$ cat src/rtl/arcade_input_pkg.sv
// Shared scancodes and coin sequencer states for the arcade input front end.
// Pure declarations; no logic and no latency.
package arcade_input_pkg;

  // Arrow keys match on the low byte only, so extended and plain codes alias.
  localparam logic [7:0] SC_UP    = 8'h75;
  localparam logic [7:0] SC_DOWN  = 8'h72;
  localparam logic [7:0] SC_LEFT  = 8'h6B;
  localparam logic [7:0] SC_RIGHT = 8'h74;

  localparam logic [8:0] SC_SPACE  = 9'h029;
  localparam logic [8:0] SC_CTRL   = 9'h014;
  localparam logic [8:0] SC_START1 = 9'h005;
  localparam logic [8:0] SC_START2 = 9'h006;
  localparam logic [8:0] SC_COIN   = 9'h004;

  typedef enum logic [1:0] {
    ST_IDLE,
    ST_PULSE,
    ST_GAP
  } coin_state_t;

endpackage

$ cat src/rtl/arcade_input_ctrl_coin_pulser.sv
// Coin pulse shaper: fixed-width high pulse, enforced low gap, one queued request.
// coin rises 1 cycle after req; requests beyond a single pending one are dropped.
module coin_pulser
  import arcade_input_pkg::*;
#(
  parameter int COIN_PULSE = 2000000,
  parameter int COIN_GAP   = 2000000
) (
  input  logic clk_sys,
  input  logic reset,
  input  logic req,
  output logic coin,
  output logic busy
);

  localparam int CNT_MAX = (COIN_PULSE > COIN_GAP) ? COIN_PULSE : COIN_GAP;
  localparam int CW      = $clog2(CNT_MAX + 1);
  localparam logic [CW-1:0] PULSE_LAST = CW'(COIN_PULSE - 1);
  localparam logic [CW-1:0] GAP_LAST   = CW'(COIN_GAP - 1);

  coin_state_t   state;
  logic [CW-1:0] cnt;
  logic          pending;

  always_ff @(posedge clk_sys or posedge reset) begin
    if (reset) begin
      state   <= ST_IDLE;
      cnt     <= '0;
      pending <= 1'b0;
      coin    <= 1'b0;
      busy    <= 1'b0;
    end else begin
      case (state)
        ST_IDLE: begin
          if (req) begin
            state <= ST_PULSE;
            cnt   <= '0;
            coin  <= 1'b1;
            busy  <= 1'b1;
          end
        end
        ST_PULSE: begin
          if (req) pending <= 1'b1;
          if (cnt == PULSE_LAST) begin
            state <= ST_GAP;
            cnt   <= '0;
            coin  <= 1'b0;
          end else begin
            cnt <= cnt + CW'(1);
          end
        end
        ST_GAP: begin
          if (cnt == GAP_LAST) begin
            cnt <= '0;
            // A request landing on the expiry cycle counts as already queued.
            if (pending || req) begin
              state   <= ST_PULSE;
              pending <= 1'b0;
              coin    <= 1'b1;
            end else begin
              state <= ST_IDLE;
              busy  <= 1'b0;
            end
          end else begin
            cnt <= cnt + CW'(1);
            if (req) pending <= 1'b1;
          end
        end
        default: begin
          state <= ST_IDLE;
          coin  <= 1'b0;
          busy  <= 1'b0;
        end
      endcase
    end
  end

endmodule

$ cat src/rtl/arcade_input_ctrl.sv
// Merges PS/2 key events and two pads into registered game controls plus a shaped coin pulse.
// Pads reach outputs in 1 cycle, keys in 2, coin rises 2 cycles after a raw edge; no backpressure.
module arcade_input_ctrl
  import arcade_input_pkg::*;
#(
  parameter int COIN_PULSE = 2000000,
  parameter int COIN_GAP   = 2000000
) (
  input  logic        clk_sys,
  input  logic        reset,
  input  logic [10:0] ps2_key,
  input  logic [15:0] joystick_0,
  input  logic [15:0] joystick_1,
  input  logic        rotate,
  output logic        m_left,
  output logic        m_right,
  output logic        m_up,
  output logic        m_down,
  output logic        m_fire,
  output logic        m_start1,
  output logic        m_start2,
  output logic        m_coin,
  output logic        coin_busy
);

  logic tog_q, tog_vld;
  logic key_evt;
  logic ku, kd, kl, kr, kf, ks1, ks2, kcoin;
  logic [7:0] j;
  logic c_left, c_right, c_up, c_down, c_fire, c_start1, c_start2;
  logic raw, raw_q, req_r;

  // Pad bits above the coin button carry nothing this core uses.
  logic unused_pad_bits;
  assign unused_pad_bits = ^{joystick_0[15:8], joystick_1[15:8]};

  // tog_vld gates the first post-reset cycle so a stale toggle level is absorbed.
  assign key_evt = tog_vld && (ps2_key[10] != tog_q);

  always_ff @(posedge clk_sys or posedge reset) begin
    if (reset) begin
      tog_q   <= 1'b0;
      tog_vld <= 1'b0;
      ku      <= 1'b0;
      kd      <= 1'b0;
      kl      <= 1'b0;
      kr      <= 1'b0;
      kf      <= 1'b0;
      ks1     <= 1'b0;
      ks2     <= 1'b0;
      kcoin   <= 1'b0;
    end else begin
      tog_q   <= ps2_key[10];
      tog_vld <= 1'b1;
      if (key_evt) begin
        if (ps2_key[7:0] == SC_UP)    ku <= ps2_key[9];
        if (ps2_key[7:0] == SC_DOWN)  kd <= ps2_key[9];
        if (ps2_key[7:0] == SC_LEFT)  kl <= ps2_key[9];
        if (ps2_key[7:0] == SC_RIGHT) kr <= ps2_key[9];
        if (ps2_key[8:0] == SC_SPACE || ps2_key[8:0] == SC_CTRL) kf <= ps2_key[9];
        if (ps2_key[8:0] == SC_START1) ks1   <= ps2_key[9];
        if (ps2_key[8:0] == SC_START2) ks2   <= ps2_key[9];
        if (ps2_key[8:0] == SC_COIN)   kcoin <= ps2_key[9];
      end
    end
  end

  assign j        = joystick_0[7:0] | joystick_1[7:0];
  assign c_left   = rotate ? (kd | j[2]) : (kl | j[1]);
  assign c_right  = rotate ? (ku | j[3]) : (kr | j[0]);
  assign c_up     = rotate ? (kl | j[1]) : (ku | j[3]);
  assign c_down   = rotate ? (kr | j[0]) : (kd | j[2]);
  assign c_fire   = kf | j[4];
  assign c_start1 = ks1 | j[5];
  assign c_start2 = ks2 | j[6];
  assign raw      = c_start1 | c_start2 | kcoin | j[7];

  always_ff @(posedge clk_sys or posedge reset) begin
    if (reset) begin
      m_left   <= 1'b0;
      m_right  <= 1'b0;
      m_up     <= 1'b0;
      m_down   <= 1'b0;
      m_fire   <= 1'b0;
      m_start1 <= 1'b0;
      m_start2 <= 1'b0;
      raw_q    <= 1'b0;
      req_r    <= 1'b0;
    end else begin
      if (tog_vld) begin
        m_left   <= c_left;
        m_right  <= c_right;
        m_up     <= c_up;
        m_down   <= c_down;
        m_fire   <= c_fire;
        m_start1 <= c_start1;
        m_start2 <= c_start2;
      end
      raw_q <= raw;
      req_r <= tog_vld & raw & ~raw_q;
    end
  end

  coin_pulser #(
    .COIN_PULSE(COIN_PULSE),
    .COIN_GAP  (COIN_GAP)
  ) u_coin (
    .clk_sys(clk_sys),
    .reset  (reset),
    .req    (req_r),
    .coin   (m_coin),
    .busy   (coin_busy)
  );

endmodule

$ cat config.mk
export PLATFORM = sky130hd
export DESIGN_NAME = arcade_input_ctrl
export DESIGN_NICKNAME = d
export VERILOG_FILES = /design/src/rtl/arcade_input_pkg.sv /design/src/rtl/arcade_input_ctrl_coin_pulser.sv /design/src/rtl/arcade_input_ctrl.sv
export SDC_FILE = /design/constraint.sdc
export NUM_CORES = 1
export LEC_CHECK = 0
export CAP_MARGIN = 20
export CORE_AREA = 3 3 78 80
export CTS_BUF_LIST = sky130_fd_sc_hd__clkbuf_8
export DETAILED_ROUTE_END_ITERATION = 10
export DIE_AREA = 0 0 81 83
export GPL_TIMING_DRIVEN = 1
export PLACE_DENSITY = 0.76
export SYNTH_ARGS = -nofsm -noshare
export SYNTH_HDL_FRONTEND = slang
export SYNTH_SLANG_ARGS = --single-unit
$ cat constraint.sdc
create_clock -name clk_sys -period 2 [get_ports clk_sys]
set_input_delay 0.3 -clock clk_sys [delete_from_list [all_inputs] [get_ports clk_sys]]
set_output_delay 0.3 -clock clk_sys [all_outputs]
set_load 0.05 [all_outputs]
==> results by group, run 1 <==
Worst setup path
  • Reg2reg path depth: 7
  • Worst Path Buf+Inv: 2
  • Critical path class: register to register
  • Critical path's slowest cell: or4b_4
  • Setup crit end kind: register
  • Reg-to-reg slack, setup: -170 ps
  • Crit start category: register
  • Worst Path Arrival: 2390 ps
  • Delay-heaviest family, CP: simple AND/OR/NAND/NOR gates
  • CP required: 2220 ps
  • R2R Path End: u_coin.cnt[15]
  • R2R Path Start: u_coin.state[1]
  • CP peak stage delay: 570 ps
  • Crit-path cells: inv_2, ha_4, nor2b_4, or4b_4, buf_8, or4_1, a22oi_1
  • Crit-path max FO: 8

Timing
  • Worst slew pin tran: 505.1 ps
  • Max Fclk: 461.7 MHz
  • Post-Route Skew: 6.720 ps
  • Fin crit share: 1.083
  • Final hold vios: 0
  • RSZ-0062 raised after global routing: yes
  • Min Tclk post-route: roughly 2200 ps
  • Final hold slack: 329.7 ps
  • Slew HR: 0.6622
  • Slew Viols, Final: 0
  • Setup ws final: -165.8 ps
  • Final Setup Violations: 9

Clock tree
  • H-tree depth: 2
  • Worst-path clk slew: 90 ps
  • TritonCTS buffer count: 5
  • Clock latency on the worst-skew pair: 310 ps
  • CTS tree: done
  • CTS root buffer: clkbuf_8
  • Num Clock Sinks: 45
  • Clock Path Buffers: 2

Cells and area
  • Area Overhead vs Synth: 36.94%
  • Share of layout cells above drive strength 1: 0.2035
  • Fillers: around 470
  • Largest registers: u_coin.cnt: 21 flops, u_coin.state: 2 flops
  • Fin nets: 389
  • Ant. Diodes: 0
  • Largest register FFs: 21
  • Fin area: 3465 µm²
  • Top reg by flops: u_coin.cnt

Pwr
  • Pleak: ~1.4 nW
  • Max IR drop VDD: 0.0003679 V
  • Overall Power: 0.002287 W
  • Power Density: 660.1 nW/µm²

Synth
  • Yosys top cell area share: 0.4451
  • Flops & latches, synth: 45
  • EDFF count, synth: 0
  • Asr flop ratio synth: 1.000
  • Cell count after synthesis: 267
  • YS warnings: 0
  • Synth area leaders: dfrtp_1, mux2_1, nand2_1
  • Syn Area/Cell: 9.475 µm²
  • Sequential fraction of the synthesis area: 0.4451
  • Synthesized cell area: between 2000 and 3000 µm²
  • Synth Net Count: 318
  • Synth Flop Type: dfrtp_1
  • Distinct cells, synth: between 40 and 50
  • Top cell type by total area after synthesis: dfrtp_1

Die
  • Initial core utilization: 0.4623
  • Row cnt: 27
  • Die H: 83 µm
  • I/O pin count: 55
  • Die area: roughly 6700 µm²
  • CORE AREA: around 5500 µm²
  • Width of the chip: 81 µm

Global route
  • GR Util met2: 0.3219
  • Largest net degree at the start of global routing: 46
  • Top Usage Layer GRT: met2
  • Gr ovfl total: 0
  • Number of global-route vias before repair: 2354
  • Met1 global-route usage: 0.2787
  • GRT Total Usage: 0.2019
  • First-pass GRT wire length: 10920 µm
  • Met3 usage: 0.03362
  • Initial antenna violation count: 0

Routing
  • Total length of routed wires: 6591 µm
  • DR WL/cell: 16.04 µm
  • Post-DR vias/cell: 5.835
  • Vias: approximately 2400
  • Pre-antenna DRT Iters: 4
  • Final ANT Viol Nets: 0
  • First DRT Iteration DRCs: 135
  • DR DRC count: 0

Placement
  • GPL Wtd Cong: slightly above 0.8
  • Placement Cell Area: 3222 µm²
  • Post-detail-place hpwl: 4580 µm
  • Buffers on Ports: 38

Worst hold path
  • HP Class: input port to async pin

Outcome
  • Status: finished, violations left
  • Failing checks: setup timing

Job
  • Max-cap violations: 0
## report_power, final
group	internal (W)	total [W]	switching (W)
Clock	0.000248	0.000582	0.000334
Combinational	0.000299	0.000707	0.000408
Sequential	0.000964	0.000999	0.0000347
Total	0.00151	0.00229	0.000776
## placed cells by master, fill, tap and decap left out, drive strengths merged, types with 2 or more instances in the layout
cell type	count
o31a	3
a31oi	2
and3	3
nand2	21
inv	6
nor4b	4
nor3	9
o211ai	3
ha	5
nor2	15
clkdlybuf4s50	38
o21ai	24
buf	36
nand2b	4
nand4	10
nor2b	5
nand3	12
and2	3
and4	5
clkinv	3
nor4	6
a22oi	10
or3	4
dfrtp	45
or4	8
mux2	13
a21oi	10
clkbuf	5
o31ai	10
## layout make-up
class / count / area (µm²) / share of cell area
multi-input combinational: 206 / 1431 / 0.4131
sequential: 45 / 1126 / 0.3250
timing repair buffer: 74 / 703.2 / 0.2030
tap: 72 / 90.09 / 0.02600
clock buffer: 5 / 68.82 / 0.01986
clock inverter: 3 / 22.52 / 0.006501
inverter: 6 / 22.52 / 0.006501
## metal layers
metal / share of wire / vias to the layer above / wire [µm]
li1: - / 1163 / -
met1: 0.45 / 1183 / 2955
met2: 0.50 / 43 / 3317
met3: 0.034 / 9 / 221
met4: 0.015 / 0 / 97
met5: 0 / - / 0
## stage by stage
stage	TNS [ps]	util	setup WS, ps	std cells
floorplan	-200.2	-	-72.91	267
global placement	-713.4	0.5887	-126.4	396
detailed placement	-1211	0.5887	-168.7	396
CTS	-733.4	0.6223	-129.2	409
global route	-1531	0.6331	-215.3	411
finish	-919.9	0.6331	-165.8	411
## worst min-delay path: stages
cell and delay, ps:
clkdlybuf4s50_1 410, inv_2 70, buf_12 240
## cells by family (layout without fill, tap and decap cells)
logic type      Yosys count  after routing  share of synthesized area
compound gates           70             70                     0.1790
xor+xnor                  1              1                   0.003463
fa+ha+maj                 5              5                    0.02473
buf+inv                  16             88                    0.02522
flops                    45             45                     0.4451
mux                      14             14                    0.06182
other cells               1              1                   0.001482
simple gates            115            115                     0.2591
## synth_stat cells (2+ instances only)
cell / number
a21oi_1: 10
a22oi_1: 10
a31oi_1: 2
and2_1: 3
and3_1: 3
and4_1: 5
buf_2: 3
clkbuf_1: 7
dfrtp_1: 45
ha_1: 5
inv_1: 6
mux2_1: 7
mux2_2: 6
nand2_1: 21
nand2b_1: 4
nand3_1: 12
nand4_1: 10
nor2_1: 15
nor2b_1: 5
nor3_1: 9
nor4_1: 6
nor4b_1: 4
o211ai_1: 3
o21ai_0: 13
o21ai_1: 10
o31a_1: 3
o31ai_1: 10
or3_1: 4
or4_1: 8
## worst max-delay path by stage
stage	cells past startpoint	to	slack (ps)	from
6_report	7	u_coin.cnt[15]	-170	u_coin.state[1]
2_1_floorplan	8	u_coin.cnt[12]	-70	u_coin.state[0]
3_5_place_dp	7	u_coin.cnt[13]	-170	u_coin.state[1]
4_1_cts	7	u_coin.cnt[13]	-130	u_coin.state[1]
5_1_grt	7	u_coin.cnt[16]	-220	u_coin.state[1]
3_3_place_gp	7	u_coin.cnt[15]	-130	u_coin.state[1]
## repair_timing
action / in CTS / in global routing
resized for setup: 8 / 9
cloned: 1 / 0
setup buffers: 4 / 2
setup endpoints to repair: 9 / 10
hold buffers: 0 / 0
pin swaps: 5 / 4
Note: power is estimated with default switching activity, not from simulation.
==> inputs of run 2 (changes only) <==
CORE_AREA = 3 3 77 79   (was 3 3 78 80)
DIE_AREA = 0 0 80 82   (was 0 0 81 83)
SYNTH_HIERARCHICAL = 1   (was default)
==> run 2 against run 1 <==
Setup slack gained 100 ps. The run still ends with setup timing left. Final area shrank 3.7%. Global-route usage shrank 0.66 points.
==> results by group, run 2 <==
Worst setup path
  • Crit-path cells: or4b_4, nor4_4, nand2_2, a2111oi_4, mux2_4 (was inv_2, ha_4, nor2b_4, or4b_4, buf_8, or4_1, a22oi_1)
  • Crit start category: register (unchanged)
  • Crit-path max FO: 2 (was 8)
  • Critical path class: register to register (unchanged)
  • Critical path's slowest cell: or4b_4 (unchanged)
  • Setup crit end kind: register (unchanged)
  • Worst Path Arrival: 2260 ps (was 2390 ps)
  • CP peak stage delay: 550 ps (was 570 ps)
  • CP required: 2190 ps (was 2220 ps)
  • Critical Path Source: u_coin/cnt[16] (was u_coin.state[1])
  • R2R Path Start: u_coin/cnt[16] (was u_coin.state[1])

Synth
  • Asr flop ratio synth: 1.000 (unchanged)
  • YS warnings: 6 (was 0)
  • Largest family of logic cells by synthesized area: simple AND/OR/NAND/NOR gates (unchanged)
  • Synth Net Count: 303 (was 318)
  • Post-synthesis adder-cell area fraction: 0.03049 (was 0.02473)
  • Xor/xnor share of the synthesized area: 0.02134 (was 0.003462)
  • Multiplexer area fraction after synthesis: 0.06809 (was 0.06182)
  • Distinct cells, synth: 46 (was 47)
  • Cell count after synthesis: 251 (was 267)
  • Most numerous cell in the Yosys netlist: dfrtp_1 (unchanged)
  • Syn Area/Cell: 9.810 µm² (was 9.475 µm²)
  • Synth Flop Type: dfrtp_1 (unchanged)
  • Top cell type by total area after synthesis: dfrtp_1 (unchanged)
  • Yosys top cell area share: 0.4573 (was 0.4451)
  • Flops & latches, synth: 45 (unchanged)
  • Sequential fraction of the synthesis area: 0.4573 (was 0.4451)
  • Synth Area in Simple Gates: 0.2754 (was 0.2591)
  • Synthesized cell area: 2462 µm² (was 2530 µm²)
  • Synth Area in Compound Gates: 0.1245 (was 0.1790)
  • Synth area leaders: dfrtp_1, mux2_2, nand2_1 (was dfrtp_1, mux2_1, nand2_1)
  • Synth top cells by count: dfrtp_1, nand2_1, nor2_1 (unchanged)
  • EDFF count, synth: 0 (unchanged)

Die
  • I/O pin count: 55 (unchanged)
  • Initial core utilization: 0.4556 (was 0.4623)
  • Die H: 82 µm (was 83 µm)
  • Width of the chip: 80 µm (was 81 µm)
  • CORE AREA: 5405 µm² (was 5473 µm²)
  • Row cnt: 27 (unchanged)
  • Die area: 6560 µm² (was 6723 µm²)

Routing
  • Total length of routed wires: 5719 µm (was 6591 µm)
  • Final ANT Viol Nets: 0 (unchanged)
  • Pre-antenna DRT Iters: 4 (unchanged)
  • First DRT Iteration DRCs: 88 (was 135)
  • DR WL/cell: 14.33 µm (was 16.04 µm)
  • Post-DR vias/cell: 5.504 (was 5.835)
  • DR DRC count: 0 (unchanged)
  • Vias: 2196 (was 2398)

Timing
  • Final hold vios: 0 (unchanged)
  • Fin crit share: 1.033 (was 1.083)
  • Setup ws final: -66.15 ps (was -165.8 ps)
  • Slew HR: 0.6631 (was 0.6622)
  • Final Setup Violations: 1 (was 9)
  • Slew Viols, Final: 0 (unchanged)
  • Min Tclk post-route: 2066 ps (was 2166 ps)
  • Worst slew pin tran: 503.8 ps (was 505.1 ps)
  • Post-Route Skew: 3.162 ps (was 6.720 ps)
  • Max Fclk: 484.0 MHz (was 461.7 MHz)
  • RSZ-0062 raised after global routing: yes (unchanged)

Cells and area
  • Final cell count without fillers: 399 (was 411)
  • Largest register FFs: 21 (unchanged)
  • Fillers: 473 (was 469)
  • Multi-input logic area: 1361 µm² (was 1431 µm²)
  • Ant. Diodes: 0 (unchanged)
  • Commonest non-fill, non-tap cell in the layout: dfrtp_1 (unchanged)
  • Most frequent cells in the layout: dfrtp_1, clkdlybuf4s50_1, buf_4, nand2_1, nor2_1 (unchanged)
  • Seq. cell area: 1126 µm² (unchanged)
  • Share of layout cells above drive strength 1: 0.2446 (was 0.2035)
  • Fin nets: 378 (was 389)
  • Area Overhead vs Synth: 35.52% (was 36.94%)
  • Largest registers: u_coin/cnt: 21 flops, u_coin/state: 2 flops (was u_coin.cnt: 21 flops, u_coin.state: 2 flops)
  • Top reg by flops: u_coin/cnt (was u_coin.cnt)

Clock tree
  • CTS tree: done (unchanged)
  • Num Clock Sinks: 45 (unchanged)
  • H-tree depth: 2 (unchanged)
  • Hold_buf cts: 0 (unchanged)
  • Clock latency on the worst-skew pair: 300 ps (was 310 ps)
  • Clock Path Buffers: 2 (unchanged)
  • TritonCTS buffer count: 5 (unchanged)
  • Worst-path clk slew: 80 ps (was 90 ps)
  • CTS root buffer: clkbuf_8 (unchanged)

Placement
  • Buffers on Ports: 38 (unchanged)
  • Post-detail-place hpwl: 4326 µm (was 4580 µm)
  • Post-Place Cells: 390 (was 396)
  • GPL Wtd Cong: 0.8839 (was 0.8277)

Worst hold path
  • HP Class: input port to async pin (unchanged)

Global route
  • Met3 usage: 0.04825 (was 0.03362)
  • First-pass GRT wire length: 9998 µm (was 10920 µm)
  • Number of global-route vias before repair: 2215 (was 2354)
  • Largest net degree at the start of global routing: 27 (was 46)
  • Initial antenna violation count: 0 (unchanged)
  • GRT Total Usage: 0.1952 (was 0.2019)
  • Top Usage Layer GRT: met2 (unchanged)
  • Gr ovfl total: 0 (unchanged)
  • GR Util met2: 0.3493 (was 0.3219)
  • Met1 global-route usage: 0.2283 (was 0.2787)

Pwr
  • Power Density: 751.3 nW/µm² (was 660.1 nW/µm²)
  • Max IR drop VDD: 0.0004020 V (was 0.0003679 V)
  • Overall Power: 0.002507 W (was 0.002287 W)
  • Pleak: 1.374 nW (was 1.424 nW)

Job
  • Max-cap violations: 0 (unchanged)

Outcome
  • Failing checks: setup timing (unchanged)
  • Status: finished, violations left (unchanged)
## run 2: cell types whose count changed in the layout (fill, tap and decap cells not counted), moves of 4 or more
cell / delta
a21oi_1: +5
a22oi_2: -7
inv_1: +9
mux2_1: -7
mux2_2: +7
nand2_1: +4
nor3_1: +4
o21ai_1: -10
or4_1: -6
xnor2_1: +5
## run 2: path summary, 6_finish.rpt
path                            endpoint  slack, ps  cells after the start
setup / recovery             u_coin/busy        -70                      5
hold / removal                  m_start2        350                      3
setup reg to reg             u_coin/busy        -70                      5
hold reg to reg                      ks1        510                      1
max in group asynchronous  u_coin/cnt[3]       1340                      3
min in group clk_sys               tog_q        490                      1
## run 2: final cells by class
type / instances / share of cell area
clock inverters: 3 / 0.005249
repair buffers: 70 / 0.1882
multi-input cells: 192 / 0.4080
flip-flops and latches: 45 / 0.3375
well taps: 72 / 0.02700
inverters: 12 / 0.01350
clock buffers: 5 / 0.02062
## run 2: cell families (layout without fill, tap and decap cells)
family	count (synthesis)	after routing
mux	15	15
flops	45	45
compound gates	47	47
simple gates	117	117
fa+ha+maj	6	6
xor+xnor	6	6
other cells	1	1
buf+inv	14	90
## run 2: worst max-delay path: cells and delay by family, from the launching register on
family	cells	cell delay (ps)
multiplexers	1	320
AND/OR/NAND/NOR	3	870
AO/OA/AOI/OAI	1	370
flip-flops	1	390
## run 2: through the flow
| step | instance area (µm²) | setup TNS, ps | hold WS, ps | util | worst slack [ps] |
|---|---|---|---|---|---|
| floorplan | 2462 | -97.32 | 251.1 | - | -97.32 |
| global route | 3337 | -350.5 | 375.9 | 0.6174 | -166.0 |
| global placement | 3158 | -57.01 | 477.7 | 0.5843 | -57.01 |
| detailed placement | 3158 | -148.0 | 486.9 | 0.5843 | -99.17 |
| finish | 3337 | -66.15 | 351.0 | 0.6174 | -66.15 |
| CTS | 3263 | -84.79 | 350.9 | 0.6037 | -84.79 |
## run 2: what timing repair did
action / CTS / global route
endpoints found under the setup margin: 5 / 17
endpoints found under the hold margin: 0 / 0
buffers inserted: 1 / 0
gates cloned: 0 / 0
pin swaps: 0 / 2
gates resized for setup: 3 / 22
## run 2: power breakdown
group / leakage [nW] / internal, W / switching [W]
combinational: 0.744 / 0.000400 / 0.000544
sequential: 0.586 / 0.000970 / 0.0000419
clock: 0.0439 / 0.000241 / 0.000310
## run 2: routing by layer
layer,share of wire,wire length [µm]
met4,0.014,82
met2,0.52,2990
met1,0.42,2381
met5,0,0
met3,0.046,264
